$ cat src/rtl/lc3_mem_arbiter.sv
`default_nettype none
// ============================================================================
//  Module      : lc3_mem_arbiter
//  Description : Shares one single-port, fixed-latency unified memory between
//                the LC3 instruction-fetch port and data port. Data accesses
//                win ties unless fetch has waited STARVE_MAX data grants.
//  Revision    : 1.0  initial release
// ============================================================================
module lc3_mem_arbiter #(
    parameter int AW         = 16,
    parameter int DW         = 16,
    parameter int MEM_LAT    = 2,
    parameter int STARVE_MAX = 2
) (
    input  logic          clock,
    input  logic          reset,
    input  logic          i_req,
    input  logic [AW-1:0] i_addr,
    output logic [DW-1:0] i_rdata,
    output logic          complete_instr,
    input  logic          d_req,
    input  logic          d_rd,
    input  logic [AW-1:0] d_addr,
    input  logic [DW-1:0] d_wdata,
    output logic [DW-1:0] d_rdata,
    output logic          complete_data,
    output logic          mem_en,
    output logic          mem_we,
    output logic [AW-1:0] mem_addr,
    output logic [DW-1:0] mem_wdata,
    input  logic [DW-1:0] mem_rdata,
    output logic          busy,
    output logic          owner
);

    localparam int c_starve_w = (STARVE_MAX < 2) ? 1 : $clog2(STARVE_MAX + 1);
    localparam int c_cnt_w    = (MEM_LAT < 2) ? 1 : $clog2(MEM_LAT + 1);

    localparam logic [c_starve_w-1:0] c_starve_max = c_starve_w'(STARVE_MAX);
    localparam logic [c_cnt_w-1:0]    c_lat_load   = c_cnt_w'(MEM_LAT);
    localparam logic [c_cnt_w-1:0]    c_cnt_last   = c_cnt_w'(1);

    typedef enum logic [1:0] {
        S_IDLE  = 2'd0,
        S_ISSUE = 2'd1,
        S_WAIT  = 2'd2,
        S_RESP  = 2'd3
    } state_t;

    state_t                r_state;
    logic [c_starve_w-1:0] r_starve_cnt;
    logic [c_cnt_w-1:0]    r_cnt;
    logic                  r_we;

    logic                  w_starve_full;
    logic                  w_grant_data;

    // With STARVE_MAX = 0 fetch is always considered starved, so it wins every tie
    generate
        if (STARVE_MAX == 0) begin : g_starve_zero
            assign w_starve_full = 1'b1;
        end else begin : g_starve_cmp
            assign w_starve_full = (r_starve_cnt >= c_starve_max);
        end
    endgenerate

    // Grant decision for the current IDLE cycle: data wins unless fetch is starved
    always_comb begin
        w_grant_data = d_req && !(i_req && w_starve_full);
    end

    assign busy = (r_state != S_IDLE);

    // Access sequencer: IDLE -> ISSUE -> WAIT (MEM_LAT cycles) -> RESP -> IDLE
    always_ff @(posedge clock) begin
        if (reset) begin
            r_state        <= S_IDLE;
            r_starve_cnt   <= '0;
            r_cnt          <= '0;
            r_we           <= 1'b0;
            owner          <= 1'b0;
            i_rdata        <= '0;
            d_rdata        <= '0;
            complete_instr <= 1'b0;
            complete_data  <= 1'b0;
            mem_en         <= 1'b0;
            mem_we         <= 1'b0;
            mem_addr       <= '0;
            mem_wdata      <= '0;
        end else begin
            // Memory strobe and completion pulses are single-cycle by default
            complete_instr <= 1'b0;
            complete_data  <= 1'b0;
            mem_en         <= 1'b0;
            mem_we         <= 1'b0;
            mem_addr       <= '0;
            mem_wdata      <= '0;

            case (r_state)
                S_IDLE: begin
                    if (i_req || d_req) begin
                        // The memory command registers double as the request latch,
                        // so later changes on the requester inputs are ignored
                        owner     <= w_grant_data;
                        r_we      <= w_grant_data && !d_rd;
                        mem_en    <= 1'b1;
                        mem_we    <= w_grant_data && !d_rd;
                        mem_addr  <= w_grant_data ? d_addr : i_addr;
                        mem_wdata <= w_grant_data ? d_wdata : '0;
                        if (!w_grant_data) begin
                            r_starve_cnt <= '0;
                        end else if (i_req && (r_starve_cnt != c_starve_max)) begin
                            r_starve_cnt <= r_starve_cnt + 1'b1;
                        end
                        r_state <= S_ISSUE;
                    end
                end

                S_ISSUE: begin
                    r_cnt   <= c_lat_load;
                    r_state <= S_WAIT;
                end

                S_WAIT: begin
                    r_cnt <= r_cnt - 1'b1;
                    // Last wait cycle: mem_rdata is valid now, so RESP sees it registered
                    if (r_cnt == c_cnt_last) begin
                        complete_instr <= !owner;
                        complete_data  <= owner;
                        if (!r_we) begin
                            if (owner) begin
                                d_rdata <= mem_rdata;
                            end else begin
                                i_rdata <= mem_rdata;
                            end
                        end
                        r_state <= S_RESP;
                    end
                end

                S_RESP: begin
                    r_state <= S_IDLE;
                end

                default: begin
                    r_state <= S_IDLE;
                end
            endcase
        end
    end

endmodule
`default_nettype wire

$ cat config.mk
export PLATFORM = sky130hd
export DESIGN_NAME = lc3_mem_arbiter
export DESIGN_NICKNAME = d
export VERILOG_FILES = /design/src/rtl/lc3_mem_arbiter.sv
export SDC_FILE = /design/constraint.sdc
export NUM_CORES = 1
export LEC_CHECK = 0
export ABC_AREA = 1
export CAP_MARGIN = 20
export CORE_MARGIN = 3
export CORE_UTILIZATION = 44
export CTS_CLUSTER_SIZE = 25
export DETAILED_ROUTE_END_ITERATION = 8
export PLACE_DENSITY = 0.94
export SYNTH_ARGS = -nofsm -noshare
export SYNTH_HDL_FRONTEND = slang
export SYNTH_SLANG_ARGS = --single-unit
$ cat constraint.sdc
create_clock -name clock -period 2.75 [get_ports clock]
set_clock_uncertainty 0.1 [all_clocks]
set_input_delay 0.55 -clock clock [delete_from_list [all_inputs] [get_ports clock]]
set_output_delay 0.55 -clock clock [all_outputs]
set_load 0.02 [all_outputs]
==> flow_metrics.py, run 1 <==
metrics = {
    "outcome": {
        "status": "complete, no violations",
    },
    "clock_tree": {
        "cts-root-buf": "clkbuf_8",
        "cts_buffer_depth": 2,
        "cts_tree": "done",
        "cts.sinks": 76,
        "clk_latency_ns": 0.33,
        "cts_setup_buffers": 0,
        "hold_buffers": 0,
        "ctsHtreeMaxLevel": 3,
        "cts_resized": 0,
        "clk_pin_slew_ns": 0.07,
        "cts_buffers": 9,
    },
    "worst_setup_path": {
        "path_cells": "inv_1 -> ha_1 -> inv_1 -> clkdlybuf4s50_1",
        "cp.required_ns": 2.10,
        "crit_family": "buffers and inverters",
        "cpMostUsedCell": "inv_1",
        "max_stage_delay_ns": 0.62,
        "endpoint_kind": "output pin",
        "slowest_stage": "clkdlybuf4s50_1",
        "critical_path_class": "reg2out",
        "timing.rr.end": "mem_wdata[0]",
        "reg2reg_slack_ns": 0.68,
        "critPathLaunchType": "register",
        "rr_worst_depth": 5,
        "rr_startpoint": "r_starve_cnt[0]",
        "path_max_fanout": 7,
        "critPathArrivalTime_ns": 1.76,
        "crit_buf_inv": 3,
    },
    "floorplan": {
        "floorplan.initialDensity_pct": 45.7,
        "die_w_um": 87.4,
        "ios": 139,
        "coreArea_sq_um": 6390,
        "fp-row-count": 29,
        "die_y_um": 87.4,
        "die_area_sq_um": 7640,
    },
    "placed_design": {
        "detailed_place_hpwl_mm": 5.91,
        "gp_congestion": 0.800,
        "pre_cts_ws_ns": 0.454,
        "port_buffers": 138,
    },
    "detailed_routing": {
        "dr_wl_met2_mm": 4.04,
        "top_layer": "met4",
        "drc": 0,
        "wl_mm": 7.84,
        "drtPass1Iterations": 4,
        "wl_met1_mm": 3.00,
        "drtIter0Drc": 105,
        "wl_per_cell_um": 12.9,
        "via_per_inst": 4.77,
        "vias": 2893,
        "ant_nets": 0,
        "routed-wl-met3_um": 567,
    },
    "sta": {
        "worst_slack_ns": 0.339,
        "min_period_ns": 2.41,
        "rsz0062_at_grt": "false",
        "min_period_over_period_pct": 87.7,
        "worst_pin_slew_ns": 0.891,
        "tns_ns": 0,
        "finalHoldViolations": 0,
        "maxSlewHeadroom_pct": 40.4,
        "maxSlewViolCount": 0,
        "setup_violations": 0,
        "fmax_ghz": 0.415,
    },
    "finish": {
        "num-fill-cells": 471,
        "n_antenna_cell": 0,
        "syn2layout_area_growth_pct": 54.2,
        "layout-drive-gt1-share_pct": 4.73,
        "final_net_count": 597,
    },
    "yosys": {
        "yosysUniqueCellTypes": 22,
        "synth_nets": 463,
        "syn-cell-area_sq_um": 2920,
        "seq_area_frac_synth_pct": 52.1,
        "synthCells": 390,
        "synth_area_leaders": "dfxtp_1 (52%), nor2_1 (13%), inv_1 (7.8%)",
        "synth_top_area_share_pct": 52.1,
        "syn_area_per_cell_sq_um": 7.48,
        "ys_ff_latch": 76,
        "synth_warnings": 0,
        "synth_top_cell_by_area": "dfxtp_1",
    },
    "pwr": {
        "power_density_nw_per_um2": 636,
        "leakage_nw": 2.03,
        "ir_drop_uv": 443,
    },
    "global_routing": {
        "grt_overflow": 0,
        "grt_pass1_wl_mm": 12.0,
        "antenna_found_initial": 0,
        "grt_max_degree": 37,
        "grt_use_total_pct": 20.2,
        "grt_pass1_vias": 2621,
    },
    "worst_hold_path": {
        "hold_path.class": "reg2reg",
        "whs_endpoint": "r_we",
        "hold_depth": 2,
        "hp-start": "r_we",
    },
    "run": {
        "maxCapViolations": 0,
    },
}
==> sequential cells by signal, summed over array words and instances, names as in the netlist <==
name            cells
d_rdata            16
i_rdata            16
mem_addr           16
mem_wdata          16
r_cnt               2
r_starve_cnt        2
r_state             2
complete_data       1
complete_instr      1
mem_en              1
mem_we              1
owner               1
r_we                1
==> cells by family after synthesis <==
group / Yosys count / synth area share [%]
buffers and inverters: 81 / 11.4
DFF: 76 / 52.1
and+or+nand+nor: 185 / 26.6
adders and majority gates: 4 / 1.72
AOI/OAI and AO/OA: 44 / 8.06
==> layer usage <==
metal	GRT usage [%]	vias up
met5	0	-
met4	9.48	0
met3	5.11	18
met2	35.7	108
met1	22.5	1320
li1	-	1447
==> worst reg2reg max path, stage by stage, from the launching register on <==
cell     delay (ns)
dfxtp_1        0.31
inv_1          0.05
ha_1           0.22
o21ai_4        0.69
nand4_4        0.41
nor2_1         0.21
==> per-stage QoR <==
stage | area (sq um) | hold WS, ns | instances | power [mW] | util [%]
global placement | 4320 | 0.363 | 590 | 2.10 | 67.7
CTS | 4500 | 0.380 | 606 | 2.88 | 70.4
global route | 4500 | 0.415 | 606 | 3.01 | 70.4
detailed placement | 4320 | 0.368 | 590 | 2.13 | 67.7
floorplan | 2920 | 0.341 | 390 | 1.75 | -
finish | 4500 | 0.377 | 606 | 2.86 | 70.4
==> worst max-delay path by stage <==
| stage | end | slack, ns | cells after the start | startpoint |
|---|---|---|---|---|
| floorplan | busy | 1.31 | 3 | r_state[1] |
| global placement | r_we | 0.52 | 6 | reset |
| detailed placement | mem_wdata[15] | 0.45 | 5 | reset |
| CTS | busy | 0.31 | 4 | r_state[1] |
| global route | busy | 0.23 | 4 | r_state[1] |
| finish | busy | 0.34 | 4 | r_state[1] |
==> cells in the final DEF (no fill, tap or decap), types with 2 or more instances in the layout <==
cell type	Yosys	final
clkdlybuf4s50_1	0	138
nor2_1	99	99
dfxtp_1	76	76
inv_1	61	61
nand2_1	58	58
a21oi_1	21	21
nand3_1	21	21
o21ai_0	13	13
clkbuf_8	0	10
o21ai_1	7	7
ha_1	4	4
clkinvlp_4	0	3
buf_4	0	3
nand4_4	2	2
inv_2	2	2
nor3_1	2	2
==> synth_stat cells <==
| library cell | number |
|---|---|
| a21oi_1 | 21 |
| a31oi_1 | 1 |
| buf_2 | 12 |
| nor2_4 | 1 |
| clkbuf_1 | 1 |
| nand3_1 | 21 |
| nor2_1 | 99 |
| buf_6 | 2 |
| o21ai_0 | 13 |
| dfxtp_1 | 76 |
| a211oi_1 | 1 |
| o21ai_4 | 1 |
| o21ai_1 | 7 |
| nand4_4 | 2 |
| ha_1 | 4 |
| nand2_1 | 58 |
| nand4_2 | 1 |
| nand4_1 | 1 |
| inv_2 | 2 |
| buf_1 | 3 |
| inv_1 | 61 |
| nor3_1 | 2 |
==> layout make-up <==
type | count | area (sq um) | share of cell area (%)
timing repair buffer | 141 | 1400 | 31.2
multi-input combinational | 233 | 1060 | 23.6
clock buffer | 11 | 141 | 3.14
tap | 77 | 96.3 | 2.14
inverter | 63 | 236 | 5.26
sequential | 76 | 1520 | 33.8
clock inverter | 5 | 36.3 | 0.807
==> where the power goes <==
group / leakage (nW) / switching [mW] / total [mW] / internal, mW
registers: 0.618 / 0.0516 / 1.28 / 1.22
clock network: 0.0820 / 0.401 / 0.755 / 0.354
logic: 1.33 / 0.451 / 0.829 / 0.378
Power figures use the tool's default switching activity.
==> run 2, diff against run 1 <==
--- a/config.mk
+++ b/config.mk
@@ -6,7 +6,7 @@
 export NUM_CORES = 1
 export LEC_CHECK = 0
 export ABC_AREA = 1
-export CAP_MARGIN = 20
+export CAP_MARGIN = 5
 export CORE_MARGIN = 3
 export CORE_UTILIZATION = 44
 export CTS_CLUSTER_SIZE = 25
==> results of run 2 <==
Same layout as run 1: the final DEF is identical, and so are final timing and power.
